--- config.mk ---
export PLATFORM = sky130hd
export DESIGN_NAME = fwd_hazard_unit_flat
export DESIGN_NICKNAME = d
export VERILOG_FILES = /design/src/rtl/fwd_hazard_unit_if.sv /design/src/rtl/fwd_hazard_unit.sv /design/src/flat_wrapper.sv
export SDC_FILE = /design/constraint.sdc
export NUM_CORES = 1
export LEC_CHECK = 0
export ABC_CLOCK_PERIOD_IN_PS = 3500
export BUFFER_PORTS_ARGS = -buffer_cell sky130_fd_sc_hd__buf_4
export CAP_MARGIN = 0
export CORE_AREA = 2 2 57 59
export CTS_CLUSTER_DIAMETER = 150
export CTS_CLUSTER_SIZE = 12
export DETAILED_ROUTE_END_ITERATION = 8
export DIE_AREA = 0 0 59 61
export PLACE_DENSITY_LB_ADDON = 0.12
export SETUP_SLACK_MARGIN = 0.5
export SLEW_MARGIN = 20
export SYNTH_ARGS = -nofsm -noshare
export SYNTH_HDL_FRONTEND = slang
export SYNTH_SLANG_ARGS = --single-unit
--- constraint.sdc ---
create_clock -name clk_i -period 3.5 [get_ports clk_i]
set_input_delay 0.525 -clock clk_i [delete_from_list [all_inputs] [get_ports clk_i]]
set_output_delay 0.525 -clock clk_i [all_outputs]
set_load 0.05 [all_outputs]
--- src/rtl/fwd_hazard_unit_if.sv ---
// Bundles the pipeline-side signals of the forwarding/hazard unit.
// The master drives the pipeline state, and the unit answers as the slave.
interface fwd_hazard_unit_if #(
    parameter int REG_AW = 5,
    parameter int N_SRC  = 2,
    parameter int CNT_W  = 16
);
    logic                      flush_i;
    logic [N_SRC*REG_AW-1:0]   id_src_i;
    logic [N_SRC-1:0]          id_src_used_i;
    logic [N_SRC*REG_AW-1:0]   ex_src_i;
    logic [REG_AW-1:0]         ex_rd_i;
    logic                      ex_regwrite_i;
    logic                      ex_memread_i;
    logic [REG_AW-1:0]         mem_rd_i;
    logic                      mem_regwrite_i;
    logic [REG_AW-1:0]         wb_rd_i;
    logic                      wb_regwrite_i;
    logic [2*N_SRC-1:0]        forward_o;
    logic                      stall_o;
    logic [CNT_W-1:0]          stall_cnt_o;

    modport master (
        output flush_i, id_src_i, id_src_used_i, ex_src_i, ex_rd_i, ex_regwrite_i,
               ex_memread_i, mem_rd_i, mem_regwrite_i, wb_rd_i, wb_regwrite_i,
        input  forward_o, stall_o, stall_cnt_o
    );

    modport slave (
        input  flush_i, id_src_i, id_src_used_i, ex_src_i, ex_rd_i, ex_regwrite_i,
               ex_memread_i, mem_rd_i, mem_regwrite_i, wb_rd_i, wb_regwrite_i,
        output forward_o, stall_o, stall_cnt_o
    );
endinterface

--- src/rtl/fwd_hazard_unit.sv ---
// Forwarding-select and load-use/RAW stall control for the 5-stage pipeline,
// with a saturating count of stall cycles.
module fwd_hazard_unit #(
    parameter int REG_AW   = 5,
    parameter int N_SRC    = 2,
    parameter int LOAD_LAT = 1,
    parameter int FWD_EN   = 1,
    parameter int CNT_W    = 16
) (
    input  logic               clk_i,
    input  logic               rst_i,
    fwd_hazard_unit_if.slave   bus
);

    localparam logic [0:0]        ST_IDLE   = 1'b0;
    localparam logic [0:0]        ST_HOLD   = 1'b1;
    localparam logic [3:0]        HOLD_INIT = 4'(LOAD_LAT - 1);
    localparam logic              FWD_ON    = (FWD_EN != 32'sd0);
    localparam logic              LAT_GT1   = (LOAD_LAT > 32'sd1);
    localparam logic [REG_AW-1:0] REG_ZERO  = '0;
    localparam logic [CNT_W-1:0]  CNT_MAX   = '1;
    localparam logic [CNT_W-1:0]  CNT_ONE   = CNT_W'(1);

    logic [2*N_SRC-1:0] forward_s;
    logic [N_SRC-1:0]   ex_hit_s;
    logic [N_SRC-1:0]   mem_hit_s;
    logic               lu_s;
    logic               raw_s;
    logic               stall_s;
    logic [0:0]         state_q, state_d;
    logic [3:0]         hold_q, hold_d;
    logic [CNT_W-1:0]   stall_cnt_q, stall_cnt_d;

    // EX-stage operand source select; MEM is checked first so it wins over WB.
    always_comb begin
        forward_s = '0;
        for (int k = 0; k < N_SRC; k++) begin
            if (!FWD_ON) begin
                forward_s[2*k +: 2] = 2'b00;
            end else if (bus.mem_regwrite_i && (bus.mem_rd_i != REG_ZERO) &&
                         (bus.mem_rd_i == bus.ex_src_i[k*REG_AW +: REG_AW])) begin
                forward_s[2*k +: 2] = 2'b01;
            end else if (bus.wb_regwrite_i && (bus.wb_rd_i != REG_ZERO) &&
                         (bus.wb_rd_i == bus.ex_src_i[k*REG_AW +: REG_AW])) begin
                forward_s[2*k +: 2] = 2'b10;
            end else begin
                forward_s[2*k +: 2] = 2'b00;
            end
        end
    end

    // Hazard detection: per-channel producer matches against used ID sources.
    always_comb begin
        ex_hit_s  = '0;
        mem_hit_s = '0;
        for (int k = 0; k < N_SRC; k++) begin
            ex_hit_s[k]  = bus.id_src_used_i[k] && bus.ex_regwrite_i &&
                           (bus.ex_rd_i != REG_ZERO) &&
                           (bus.id_src_i[k*REG_AW +: REG_AW] == bus.ex_rd_i);
            mem_hit_s[k] = bus.id_src_used_i[k] && bus.mem_regwrite_i &&
                           (bus.mem_rd_i != REG_ZERO) &&
                           (bus.id_src_i[k*REG_AW +: REG_AW] == bus.mem_rd_i);
        end
        // WB is never a hazard: the register file writes in the first half-cycle.
        lu_s  = FWD_ON && bus.ex_memread_i && (|ex_hit_s);
        raw_s = !FWD_ON && ((|ex_hit_s) || (|mem_hit_s));
    end

    // Stall FSM next state, hold countdown and stall-counter update; flush overrides all.
    always_comb begin
        state_d = state_q;
        hold_d  = hold_q;
        stall_s = 1'b0;
        if (bus.flush_i) begin
            state_d = ST_IDLE;
            hold_d  = 4'd0;
            stall_s = 1'b0;
        end else begin
            case (state_q)
                ST_IDLE: begin
                    stall_s = lu_s || raw_s;
                    if (lu_s && LAT_GT1) begin
                        state_d = ST_HOLD;
                        hold_d  = HOLD_INIT;
                    end else begin
                        state_d = ST_IDLE;
                        hold_d  = 4'd0;
                    end
                end
                ST_HOLD: begin
                    stall_s = 1'b1;
                    if (hold_q <= 4'd1) begin
                        state_d = ST_IDLE;
                        hold_d  = 4'd0;
                    end else begin
                        state_d = ST_HOLD;
                        hold_d  = hold_q - 4'd1;
                    end
                end
                default: begin
                    state_d = ST_IDLE;
                    hold_d  = 4'd0;
                    stall_s = 1'b0;
                end
            endcase
        end
        if (stall_s && (stall_cnt_q != CNT_MAX)) begin
            stall_cnt_d = stall_cnt_q + CNT_ONE;
        end else begin
            stall_cnt_d = stall_cnt_q;
        end
    end

    // State, hold counter and stall counter registers.
    always_ff @(posedge clk_i or negedge rst_i) begin
        if (!rst_i) begin
            state_q     <= ST_IDLE;
            hold_q      <= 4'd0;
            stall_cnt_q <= '0;
        end else begin
            state_q     <= state_d;
            hold_q      <= hold_d;
            stall_cnt_q <= stall_cnt_d;
        end
    end

    assign bus.forward_o   = forward_s;
    assign bus.stall_o     = stall_s;
    assign bus.stall_cnt_o = stall_cnt_q;

endmodule

--- src/flat_wrapper.sv ---
// flat-port wrapper written by rule: the top's interface ports become plain ports
module fwd_hazard_unit_flat 
#(
    parameter int REG_AW   = 5,
    parameter int N_SRC    = 2,
    parameter int LOAD_LAT = 1,
    parameter int FWD_EN   = 1,
    parameter int CNT_W    = 16
)
  (clk_i, rst_i, bus_flush_i, bus_id_src_i, bus_id_src_used_i, bus_ex_src_i, bus_ex_rd_i, bus_ex_regwrite_i, bus_ex_memread_i, bus_mem_rd_i, bus_mem_regwrite_i, bus_wb_rd_i, bus_wb_regwrite_i, bus_forward_o, bus_stall_o, bus_stall_cnt_o);
  fwd_hazard_unit_if #(.REG_AW(REG_AW), .N_SRC(N_SRC), .CNT_W(CNT_W)) bus_i ();
  input  logic clk_i;
  input  logic rst_i;
  input wire logic [$bits(bus_i.flush_i)-1:0] bus_flush_i;
  input wire logic [$bits(bus_i.id_src_i)-1:0] bus_id_src_i;
  input wire logic [$bits(bus_i.id_src_used_i)-1:0] bus_id_src_used_i;
  input wire logic [$bits(bus_i.ex_src_i)-1:0] bus_ex_src_i;
  input wire logic [$bits(bus_i.ex_rd_i)-1:0] bus_ex_rd_i;
  input wire logic [$bits(bus_i.ex_regwrite_i)-1:0] bus_ex_regwrite_i;
  input wire logic [$bits(bus_i.ex_memread_i)-1:0] bus_ex_memread_i;
  input wire logic [$bits(bus_i.mem_rd_i)-1:0] bus_mem_rd_i;
  input wire logic [$bits(bus_i.mem_regwrite_i)-1:0] bus_mem_regwrite_i;
  input wire logic [$bits(bus_i.wb_rd_i)-1:0] bus_wb_rd_i;
  input wire logic [$bits(bus_i.wb_regwrite_i)-1:0] bus_wb_regwrite_i;
  output wire logic [$bits(bus_i.forward_o)-1:0] bus_forward_o;
  output wire logic [$bits(bus_i.stall_o)-1:0] bus_stall_o;
  output wire logic [$bits(bus_i.stall_cnt_o)-1:0] bus_stall_cnt_o;
  assign bus_i.flush_i = bus_flush_i;
  assign bus_i.id_src_i = bus_id_src_i;
  assign bus_i.id_src_used_i = bus_id_src_used_i;
  assign bus_i.ex_src_i = bus_ex_src_i;
  assign bus_i.ex_rd_i = bus_ex_rd_i;
  assign bus_i.ex_regwrite_i = bus_ex_regwrite_i;
  assign bus_i.ex_memread_i = bus_ex_memread_i;
  assign bus_i.mem_rd_i = bus_mem_rd_i;
  assign bus_i.mem_regwrite_i = bus_mem_regwrite_i;
  assign bus_i.wb_rd_i = bus_wb_rd_i;
  assign bus_i.wb_regwrite_i = bus_wb_regwrite_i;
  assign bus_forward_o = bus_i.forward_o;
  assign bus_stall_o = bus_i.stall_o;
  assign bus_stall_cnt_o = bus_i.stall_cnt_o;
  fwd_hazard_unit #(.REG_AW(REG_AW), .N_SRC(N_SRC), .LOAD_LAT(LOAD_LAT), .FWD_EN(FWD_EN), .CNT_W(CNT_W)) u_core (.clk_i(clk_i), .rst_i(rst_i), .bus(bus_i));
endmodule
==> results of run 1 <==
## worst register-to-register path, stage by stage, from the launching register on
cell	delay, ns
dfrtp_1	0.46
and4_4	0.24
and3_1	0.20
a311o_1	0.40
or3_1	0.34
nor3_2	0.12
xor2_1	0.15
## sequential cells by signal, summed over array words and instances (netlist names)
signal                  flops
u_core.hold_q               4
u_core.state_q              1
u_core.bus.stall_cnt_o     16
## area by class of cell
cell class,count,area [µm²],share of cell area (%)
multi-input combinational,112,871,44.1
sequential,21,526,26.6
timing repair buffer,65,488,24.7
tap,33,41.3,2.09
clock buffer,3,22.5,1.14
inverter,5,18.8,0.951
clock inverter,1,7.51,0.380
## cell families (layout without fill, tap and decap cells)
logic type	count (synthesis)	in the layout	synth area share (%)
muxes	1	1	1.07
xor gates and xnor gates	46	46	28.7
and+or+nand+nor	52	52	21.9
AOI/OAI and AO/OA	10	10	5.88
DFF	21	21	37.4
adders and majority gates	3	3	2.67
buffers and inverters	7	74	2.40
## per-layer routing
metal  track usage (%)  vias up  part of all wire, %
met4              2.92        0                 0.36
met3              2.77        3                  5.6
met2              33.5       37                   49
met1              27.3      626                   45
met5                 0        -                    0
li1                  -      633                    -
## through the flow
| stage | total power [mW] | utilization [%] | hold WS [ns] | std cells |
|---|---|---|---|---|
| floorplan | 0.312 | - | 0.229 | 140 |
| global placement | 0.377 | 65.8 | 0.419 | 236 |
| detailed placement | 0.382 | 65.8 | 0.424 | 236 |
| CTS | 0.502 | 66.9 | 0.0760 | 240 |
| global route | 0.523 | 66.9 | 0.0741 | 240 |
| finish | 0.498 | 66.9 | 0.0625 | 240 |
## final timing paths
check                                           startpoint                          to  slack [ns]  cells after the start
worst max register to register   u_core.bus.stall_cnt_o[6]  u_core.bus.stall_cnt_o[15]        1.52                      6
min in group clk_i              u_core.bus.stall_cnt_o[15]  u_core.bus.stall_cnt_o[15]        0.50                      1
worst min-delay path                                 rst_i  u_core.bus.stall_cnt_o[13]        0.06                      1
worst max-delay path                       bus_mem_rd_i[1]            bus_forward_o[3]        1.01                      6
max in group asynchronous                            rst_i   u_core.bus.stall_cnt_o[7]        3.21                      1
worst min register to register  u_core.bus.stall_cnt_o[15]  u_core.bus.stall_cnt_o[15]        0.50                      1
## where the power goes
group	internal [mW]	switching, mW	total (mW)
clock	0.0436	0.0775	0.121
sequential	0.246	0.00494	0.251
combinational	0.0621	0.0636	0.126
total	0.352	0.146	0.498
## Yosys cell counts (2+ instances only)
library cell,n,area [µm²]
nor3_1,2,10.0
nand3_1,6,30.0
nand4_1,3,18.8
o21ai_0,2,10.0
ha_1,3,37.5
nor4b_1,2,17.5
xor2_1,30,263
inv_1,5,18.8
dfrtp_1,21,526
nor4_1,10,62.6
and3_1,4,25.0
nand2_1,7,26.3
or4_1,5,37.5
o21a_1,2,15.0
nor2_1,6,22.5
and4_1,2,17.5
xnor2_1,16,140
## cell usage in the layout, fill, tap and decap left out, drive strengths merged, types with 3 or more instances in the layout
| master | n |
|---|---|
| and3 | 4 |
| and4 | 3 |
| buf | 65 |
| clkbuf | 3 |
| dfrtp | 21 |
| ha | 3 |
| inv | 5 |
| nand2 | 7 |
| nand3 | 6 |
| nand4 | 3 |
| nor2 | 6 |
| nor3 | 3 |
| nor4 | 10 |
| or4 | 5 |
| xnor2 | 16 |
| xor2 | 30 |
==> metrics.cfg, run 1 <==
[placement]
io_buffers = 64
post_dp_cell_area_um2 = 1940
pre_cts_slack_ns = 1.01
dp_hpwl_mm = 2.75
place_congestion = 0.807

[clock_network]
cts_tree = built
ctsHoldBuffers = 0
clock-root-buffer = clkbuf_4
clk_latency_ns = 0.31
clock-sinks = 21
clockBufferDepth = 2
h-tree-depth = 1
post_cts_buffers = 0
clk_pin_slew_ns = 0.13
cts_resized = 0
cts_buffers = 3

[layout]
finalNetCount = 255
fill_cells = 260
fin_area_um2 = 1970
drive_above_1_share_pct = 37.2
syn_to_final_growth_pct = 40.5
diodes = 0

[yosys]
syn_nets = 187
ys_warn_count = 0
synth_ff_type = dfrtp_1
avgSynthCellArea_um2 = 10.0
ys_seq_area_share_pct = 37.4
synth_area_um2 = 1410
synth-seq-cells = 21
async_reset_ff_share_pct = 100
synth-edff-count = 0
postSynthCellCount = 140
synth_cell_types = 31

[die]
die_h_um = 61
start_util_pct = 47.6
pin_count = 65
die_area_um2 = 3600
num_rows = 20
die-width_um = 59
core_area_um2 = 2950

[routing]
drc = 0
drtAntennaViolNets = 0
finalWirelength_mm = 3.37
wl_per_cell_um = 14.1
firstDrtPassIters = 4
viasPerCell = 5.41
first_iter_violations = 32
vias = 1299

[worst_setup_path]
crit_buf_inv = 2
slowest_delay_ns = 0.50
cp_top_family = simple AND/OR/NAND/NOR gates
crit_arrival_ns = 1.97
path_class = in2out
required_ns = 2.97
cp_cell_sequence = buf_4 > or4_1 > o21ai_0 > nor4_2 > nor4_2 > buf_4
startpoint_type = input pin
cp_max_fo = 3
cp_slowest_cell = or4_1
critPathCaptureType = output port

[grt]
grt.overflow.total = 0
grt_pass1_wl_mm = 5.49
grt_max_degree = 22
grt_use_total_pct = 19.6
grt_pass1_vias = 1220
antenna_found_initial = 0

[timing]
final-setup-viol-count = 0
tightest_slew_ns = 0.849
min_period_ns = 2.49
slew_headroom_pct = 42.7
setup-tns-final_ns = 0
clock.fmax_mhz = 401
drv_slew = 0
hold_violations = 0
fin_crit_sh_pct = 71.3
grt_setup_unrepaired = no
clock_skew_ns = 0.0120
worst_slack_ns = 1.01

[worst_hold_path]
holdCritPathClass = in2async

[power_and_ir_drop]
power.density_nw_per_um2 = 252
ir_worst_vdd_uv = 204
leakagePower_nw = 0.970

[status]
status = completed

[flow_run]
maxCapViolations = 0

(Power assumes the default switching activity.)
==> run 2, diff against run 1 <==
Settings changed: ABC_CLOCK_PERIOD_IN_PS 3500 to 2020, CORE_AREA 2 2 57 59 to 2 2 61 63, DIE_AREA 0 0 59 61 to 0 0 63 65.
Clock period 3.5 ns to 2.02 ns, I/O delays scaled along.
==> run 2 against run 1 <==
Compared with the run above: global-route usage up 2.4 points; final cell count increased by 16%; die area grew 14%; largest power group unchanged.
==> metrics.cfg, run 2 (synthesis gave the netlist of run 1 again) <==
[layout]
drive_above_1_share_pct = 61.7  ; was 37.2%
syn_to_final_growth_pct = 83.3  ; was 40.5%
diodes = 0  ; unchanged
stdcell_count = 278  ; was 240
largest_reg_flops = 16  ; unchanged
final_common_cell = buf_4  ; unchanged
utilization_pct = 73.7  ; was 66.9%
mostFrequentLayoutCells = 65 x buf_4, 30 x xor2_1, 20 x buf_6, 11 x dfrtp_2, 10 x dfrtp_1  ; was 65 x buf_4, 30 x xor2_1, 21 x dfrtp_1, 16 x xnor2_1, 7 x nand2_1
finalNetCount = 278  ; was 255

[worst_setup_path]
cp_top_family = simple AND/OR/NAND/NOR gates  ; unchanged
crit_arrival_ns = 1.62  ; was 1.97 ns
path_class = in2out  ; unchanged
worst-r2r-cell-count = 6  ; unchanged
slowest_delay_ns = 0.56  ; was 0.50 ns
required_ns = 1.72  ; was 2.97 ns
path_depth = 5  ; was 6
startpoint_type = input pin  ; unchanged
crit_buf_inv = 2  ; unchanged
rrSetupSlack_ns = 0.22  ; was 1.52 ns
critPathCaptureType = output port  ; unchanged
cp_max_fo = 2  ; was 3
cp_slowest_cell = or4_4  ; was or4_1
cp_cell_sequence = buf_4 > xor2_1 > or4_4 > nor4_4 > buf_6  ; was buf_4 > or4_1 > o21ai_0 > nor4_2 > nor4_2 > buf_4

[die]
start_util_pct = 40.2  ; was 47.6%
core_area_um2 = 3500  ; was 2950 µm²
num_rows = 22  ; was 20
die_h_um = 65  ; was 61 µm
die_area_um2 = 4100  ; was 3600 µm²
pin_count = 65  ; unchanged
die-width_um = 63  ; was 59 µm

[grt]
grt_max_degree = 22  ; unchanged
grt.overflow.total = 0  ; unchanged
antenna_found_initial = 0  ; unchanged
grt_pass1_vias = 1514  ; was 1220
grt_pass1_wl_mm = 7.17  ; was 5.49 mm
grt_use_total_pct = 22.1  ; was 19.6%

[power_and_ir_drop]
power.density_nw_per_um2 = 359  ; was 252 nW/µm²
p_seq_share_pct = 47.3  ; was 50.5%
ir_worst_vdd_uv = 273  ; was 204 µV
p_clk_share_pct = 21.7  ; was 24.3%
internal-power_mw = 0.652  ; was 0.352 mW
power.switching_mw = 0.273  ; was 0.146 mW
leakagePower_nw = 1.27  ; was 0.970 nW
comb_power_share_pct = 31.1  ; was 25.2%
switching_share_pct = 29.5  ; was 29.3%
p_total_mw = 0.925  ; was 0.498 mW

[timing]
clock.fmax_mhz = 519
min_period_ns = 1.93
drv_slew = 0  ; unchanged
fin_crit_sh_pct = 95.4
setup-tns-final_ns = 0  ; unchanged
grt_setup_unrepaired = yes  ; was no
final-setup-viol-count = 0  ; unchanged
clock_skew_ns = 0.00727  ; was 0.0120 ns
tightest_slew_ns = 0.329  ; was 0.849 ns
slew_headroom_pct = 77.9  ; was 42.7%
worst_slack_ns = 0.0927  ; was 1.01 ns
hold_violations = 0  ; unchanged

[placement]
placedCellCount = 258  ; was 236
place_congestion = 0.881  ; was 0.807
io_buffers = 64  ; unchanged
dp_hpwl_mm = 3.10  ; was 2.75 mm
pre_cts_slack_ns = -0.0186  ; was 1.01 ns

[routing]
drc = 0  ; unchanged
vias = 1369  ; was 1299
drtAntennaViolNets = 0  ; unchanged
viasPerCell = 4.92  ; was 5.41
finalWirelength_mm = 4.32  ; was 3.37 mm
firstDrtPassIters = 4  ; unchanged
wl_per_cell_um = 15.5  ; was 14.1 µm
first_iter_violations = 18  ; was 32

[worst_hold_path]
holdCritPathClass = in2async  ; unchanged

[status]
status = completed  ; unchanged

[clock_network]
clockBufferDepth = 2  ; unchanged
clk_pin_slew_ns = 0.12  ; was 0.13 ns
cts_buffers = 3  ; unchanged
cts_tree = built  ; unchanged
clock-sinks = 21  ; unchanged
clock-root-buffer = clkbuf_4  ; unchanged
clk_latency_ns = 0.30  ; was 0.31 ns
h-tree-depth = 1  ; unchanged

[flow_run]
maxCapViolations = 0  ; unchanged

==> run 2: changes by cell type in the layout (fill, tap and decap cells not counted), sizes merged <==
cell         previous run  this run
dlygate4sd3             0         1
buf                    65        87
clkbuf                  3         4
clkinvlp                1         0
==> run 2: final timing paths <==
kind,startpoint,endpoint
hold reg to reg,u_core.bus.stall_cnt_o[15],u_core.bus.stall_cnt_o[15]
min in group clk_i,bus_flush_i,u_core.bus.stall_cnt_o[15]
setup reg to reg,u_core.bus.stall_cnt_o[1],u_core.bus.stall_cnt_o[15]
hold / removal,rst_i,u_core.bus.stall_cnt_o[14]
max in group asynchronous,rst_i,u_core.bus.stall_cnt_o[2]
setup / recovery,bus_ex_src_i[8],bus_forward_o[3]
==> run 2: through the flow <==
| stage | hold WS (ns) | area [µm²] |
|---|---|---|
| after global routing | 0.419 | 2580 |
| after CTS | 0.425 | 2530 |
| final | 0.426 | 2580 |
| after global placement | 0.202 | 2220 |
| after detailed placement | 0.208 | 2220 |
| after floorplan | 0.00741 | 1630 |
==> run 2: routing by layer <==
layer	vias to the layer above	wire (µm)	GRT usage, %
met3	0	173	2.95
met5	-	0	0
met2	34	2290	40.6
met4	0	0	2.22
met1	651	1850	28.5
li1	684	-	-
==> run 2: power by group through the flow <==
stage | combinational [mW] | sequential, mW | clock, mW
after detailed placement | 0.255 | 0.448 | 0
after global placement | 0.248 | 0.447 | 0
after floorplan | 0.0991 | 0.471 | 0
final | 0.287 | 0.438 | 0.200
after global routing | 0.310 | 0.439 | 0.231
after CTS | 0.288 | 0.438 | 0.206
==> run 2: area by class of cell <==
cell class / count / area (µm²)
Clock buffer: 4 / 26.3
Fill cell: 260 / 920
Inverter: 5 / 18.8
Multi-Input combinational cell: 112 / 1180
Sequential cell: 21 / 539
Tap cell: 48 / 60.1
Timing Repair Buffer: 88 / 753
==> run 2: repair_timing <==
action | 4_1_cts | 5_1_grt
resized for setup | 37 | 7
endpoints found under the hold margin | 21 | 0
endpoints found under the setup margin | 21 | 26
pin swaps | 22 | 11
hold buffers | 1 | 0
setup buffers | 13 | 2
==> run 2: worst register-to-register path: cells and delay by family, from the launching register on <==
kind	cells	cell delay (ns)
simple gates	3	0.62
flops	1	0.47
compound gates	1	0.33
fa+ha+maj	1	0.17
xor+xnor	1	0.15
==> run 3, diff against run 2 <==
Settings changed: ABC_AREA set to 1, CORE_AREA 2 2 61 63 to 2 2 65 67, DIE_AREA 0 0 63 65 to 0 0 67 69.
==> run 3 against run 2 <==
Compared with the run above: non-clock buffer count decreased by 7; register-to-register slack improved by 0.17 ns; worst hold slack lost 0.019 ns; clock skew down 0.0017 ns; synthesized cell count up 81%; cell area grew 11%; largest power group unchanged.
==> metrics.cfg, run 3 <==
[yosys]
synth-seq-cells = 21  ; unchanged
syn_nets = 301  ; was 187
async_reset_ff_share_pct = 100  ; unchanged
postSynthCellCount = 254  ; was 140
synth_area_leaders = dfrtp_1 31%, nand2_1 18%, xnor2_1 9.2%, nand3_1 8.5%, xor2_1 7.2%  ; was dfrtp_1 37%, xor2_1 19%, xnor2_1 10%, nor4_1 4.5%, ha_1 2.7%
synth-xor-area-share_pct = 16.4  ; was 28.7%
synth_ff_type = dfrtp_1  ; unchanged
synth_top_area_share_pct = 30.7  ; was 37.4%
synth_most_common_cell = nand2_1  ; was xor2_1
muxShareOfSynthArea_pct = 0  ; was 1.07%
synth_top_area_cell = dfrtp_1  ; unchanged
synth_top_family_by_area = simple AND/OR/NAND/NOR gates  ; was XOR/XNOR gates
ys_seq_area_share_pct = 30.7  ; was 37.4%
synth_compound_area_share_pct = 1.17  ; was 5.88%
post_synth_most_frequent_cells = 83 x nand2_1, 32 x nor2_1, 29 x nand3_1, 27 x inv_1, 21 x dfrtp_1  ; was 30 x xor2_1, 21 x dfrtp_1, 16 x xnor2_1, 10 x nor4_1, 7 x nand2_1
yosys.area_share.simple_pct = 41.1  ; was 21.9%
synthAdderAreaFrac_pct = 2.19  ; was 2.67%
synth-edff-count = 0  ; unchanged
ys_warn_count = 0  ; unchanged
synth_area_um2 = 1710  ; was 1410 µm²
synth_cell_types = 22  ; was 31
avgSynthCellArea_um2 = 6.74  ; was 10.0 µm²

[layout]
drive_above_1_share_pct = 44.5  ; was 61.7%
syn_to_final_growth_pct = 66.8  ; was 83.3%
fill_cells = 317  ; was 260
final_common_cell = nand2_1  ; was buf_4
fin_area_um2 = 2860  ; was 2580 µm²
mostFrequentLayoutCells = 67 x nand2_1, 61 x buf_4, 28 x nor2_1, 25 x inv_1, 18 x nand3_1  ; was 65 x buf_4, 30 x xor2_1, 20 x buf_6, 11 x dfrtp_2, 10 x dfrtp_1
largest_reg_flops = 16  ; unchanged
diodes = 0  ; unchanged
utilization_pct = 73.0  ; was 73.7%
finalNetCount = 385  ; was 278

[power_and_ir_drop]
ir_worst_vdd_uv = 281  ; was 273 µV
power.density_nw_per_um2 = 368  ; was 359 nW/µm²
leakagePower_nw = 1.41  ; was 1.27 nW

[clock_network]
clk_latency_ns = 0.26  ; was 0.30 ns
h-tree-depth = 1  ; unchanged
clk_pin_slew_ns = 0.07  ; was 0.12 ns
clock-sinks = 21  ; unchanged
clock-root-buffer = clkbuf_8  ; was clkbuf_4
cts_buffers = 3  ; unchanged
clockBufferDepth = 2  ; unchanged
cts_tree = built  ; unchanged

[timing]
final-setup-viol-count = 0  ; unchanged
hold_violations = 0  ; unchanged
min_period_ns = 1.63  ; was 1.93 ns
clock_skew_ns = 0.00559  ; was 0.00727 ns
worst_slack_ns = 0.392  ; was 0.0927 ns
grt_setup_unrepaired = yes  ; unchanged
fin_hold_ws_ns = 0.407  ; was 0.426 ns
drv_slew = 0  ; unchanged
slew_headroom_pct = 77.6  ; was 77.9%
clock.fmax_mhz = 614  ; was 519 MHz
setup-tns-final_ns = 0  ; unchanged
fin_crit_sh_pct = 80.6  ; was 95.4%
tightest_slew_ns = 0.333  ; was 0.329 ns

[worst_setup_path]
critPathCaptureType = flop  ; was output port
startpoint_type = flop  ; was input pin
cp_max_fo = 8  ; was 2
crit_arrival_ns = 1.83  ; was 1.62 ns
required_ns = 2.22  ; was 1.72 ns
path_class = reg2reg  ; was in2out

[grt]
grt_pass1_wl_mm = 7.34  ; was 7.17 mm
grt_max_degree = 22  ; unchanged
grt_use_total_pct = 19.6  ; was 22.1%
grt.overflow.total = 0  ; unchanged
grt_pass1_vias = 1675  ; was 1514
antenna_found_initial = 0  ; unchanged

[routing]
firstDrtPassIters = 4  ; unchanged
viasPerCell = 4.81  ; was 4.92
first_iter_violations = 85  ; was 18
finalWirelength_mm = 4.65  ; was 4.32 mm
drc = 0  ; unchanged
wl_per_cell_um = 12.0  ; was 15.5 µm
drtAntennaViolNets = 0  ; unchanged
vias = 1860  ; was 1369

[worst_hold_path]
holdCritPathClass = in2reg  ; was in2async

[die]
core_area_um2 = 3910  ; was 3500 µm²
num_rows = 23  ; was 22
die-width_um = 67  ; was 63 µm
die_h_um = 69  ; was 65 µm
pin_count = 65  ; unchanged
die_area_um2 = 4620  ; was 4100 µm²
start_util_pct = 43.8  ; was 40.2%

[placement]
dp_hpwl_mm = 3.39  ; was 3.10 mm
pre_cts_slack_ns = 0.316  ; was -0.0186 ns
place_congestion = 0.835  ; was 0.881
post_dp_cell_area_um2 = 2430  ; was 2220 µm²
io_buffers = 64  ; unchanged

[flow_run]
maxCapViolations = 0  ; unchanged

[status]
status = completed  ; unchanged

run 3: changes by cell type after synthesis, moves of 4 or more:
cell / change
nand2_1: +76
nor2_1: +26
nand3_1: +23
inv_1: +22
xor2_1: -16
nor4_1: -8
or4_1: -5
and3_1: -4
nor3_1: +4
run 3: kinds of logic (layout without fill, tap and decap cells):
group | Yosys count | count (layout)
xor gates and xnor gates | 32 | 32
and+or+nand+nor | 160 | 161
adders and majority gates | 3 | 3
buffers and inverters | 34 | 116
DFF | 21 | 21
AOI/OAI and AO/OA | 4 | 4
run 3: worst max-delay path, cell delays in order, from the launching register on:
cell and delay (ns):
dfrtp_2 0.40, ha_4 0.16, nand3_4 0.09, nor2_4 0.20, nand4_4 0.11, nor2_4 0.27, inv_8 0.10, nand2_8 0.10
nand2_1 0.05, nand2_1 0.08
run 3: final cells by class:
cell class                      count  area, µm²  share of cell area, %
Clock buffer                        4       45.0                   1.58
Timing Repair Buffer               81        712                   24.9
Multi-Input combinational cell    200       1370                   48.1
Timing Repair inverter              1       6.26                  0.219
Inverter                           30        120                   4.20
Tap cell                           50       62.6                   2.19
Sequential cell                    21        538                   18.8
run 3: path summary, 6_finish.rpt:
path | startpoint | endpoint | slack, ns | cells after the start
worst max-delay path | u_core.bus.stall_cnt_o[1] | u_core.bus.stall_cnt_o[3] | 0.39 | 9
worst min register to register | u_core.hold_q[0] | u_core.hold_q[0] | 0.47 | 1
worst max register to register | u_core.bus.stall_cnt_o[1] | u_core.bus.stall_cnt_o[3] | 0.39 | 9
worst min-delay path | bus_flush_i | u_core.hold_q[1] | 0.41 | 4
min in group asynchronous | rst_i | u_core.bus.stall_cnt_o[4] | 0.46 | 2
max in group asynchronous | rst_i | u_core.bus.stall_cnt_o[0] | 1.32 | 2
run 3: stage by stage:
step                power (mW)  std cells
finish                    1.05        387
global route              1.11        387
CTS                       1.02        379
detailed placement       0.715        368
global placement         0.714        368
floorplan                0.583        254
run 3: repair_timing:
| action | 4_1_cts | 5_1_grt |
|---|---|---|
| setup buffers | 4 | 8 |
| cloned | 2 | 0 |
| gates resized for setup | 27 | 42 |
| setup endpoints to repair | 18 | 21 |
| hold buffers | 1 | 0 |
| pin swaps | 15 | 31 |
| endpoints found under the hold margin | 21 | 0 |
run 3: report_power, final:
part           total, mW  leakage (nW)  internal (mW)  switching, mW
clock network      0.274        0.0228          0.141          0.133
logic              0.340          1.12          0.179          0.162
registers          0.439         0.276          0.429        0.00972
run 3: routing by layer:
layer | part of all wire [%] | up-vias | track usage, %
li1 | - | 958 | -
met1 | 42 | 841 | 26.3
met2 | 51 | 55 | 32.8
met3 | 6.1 | 6 | 4.57
met5 | 0 | - | 0
met4 | 0.73 | 0 | 2.04
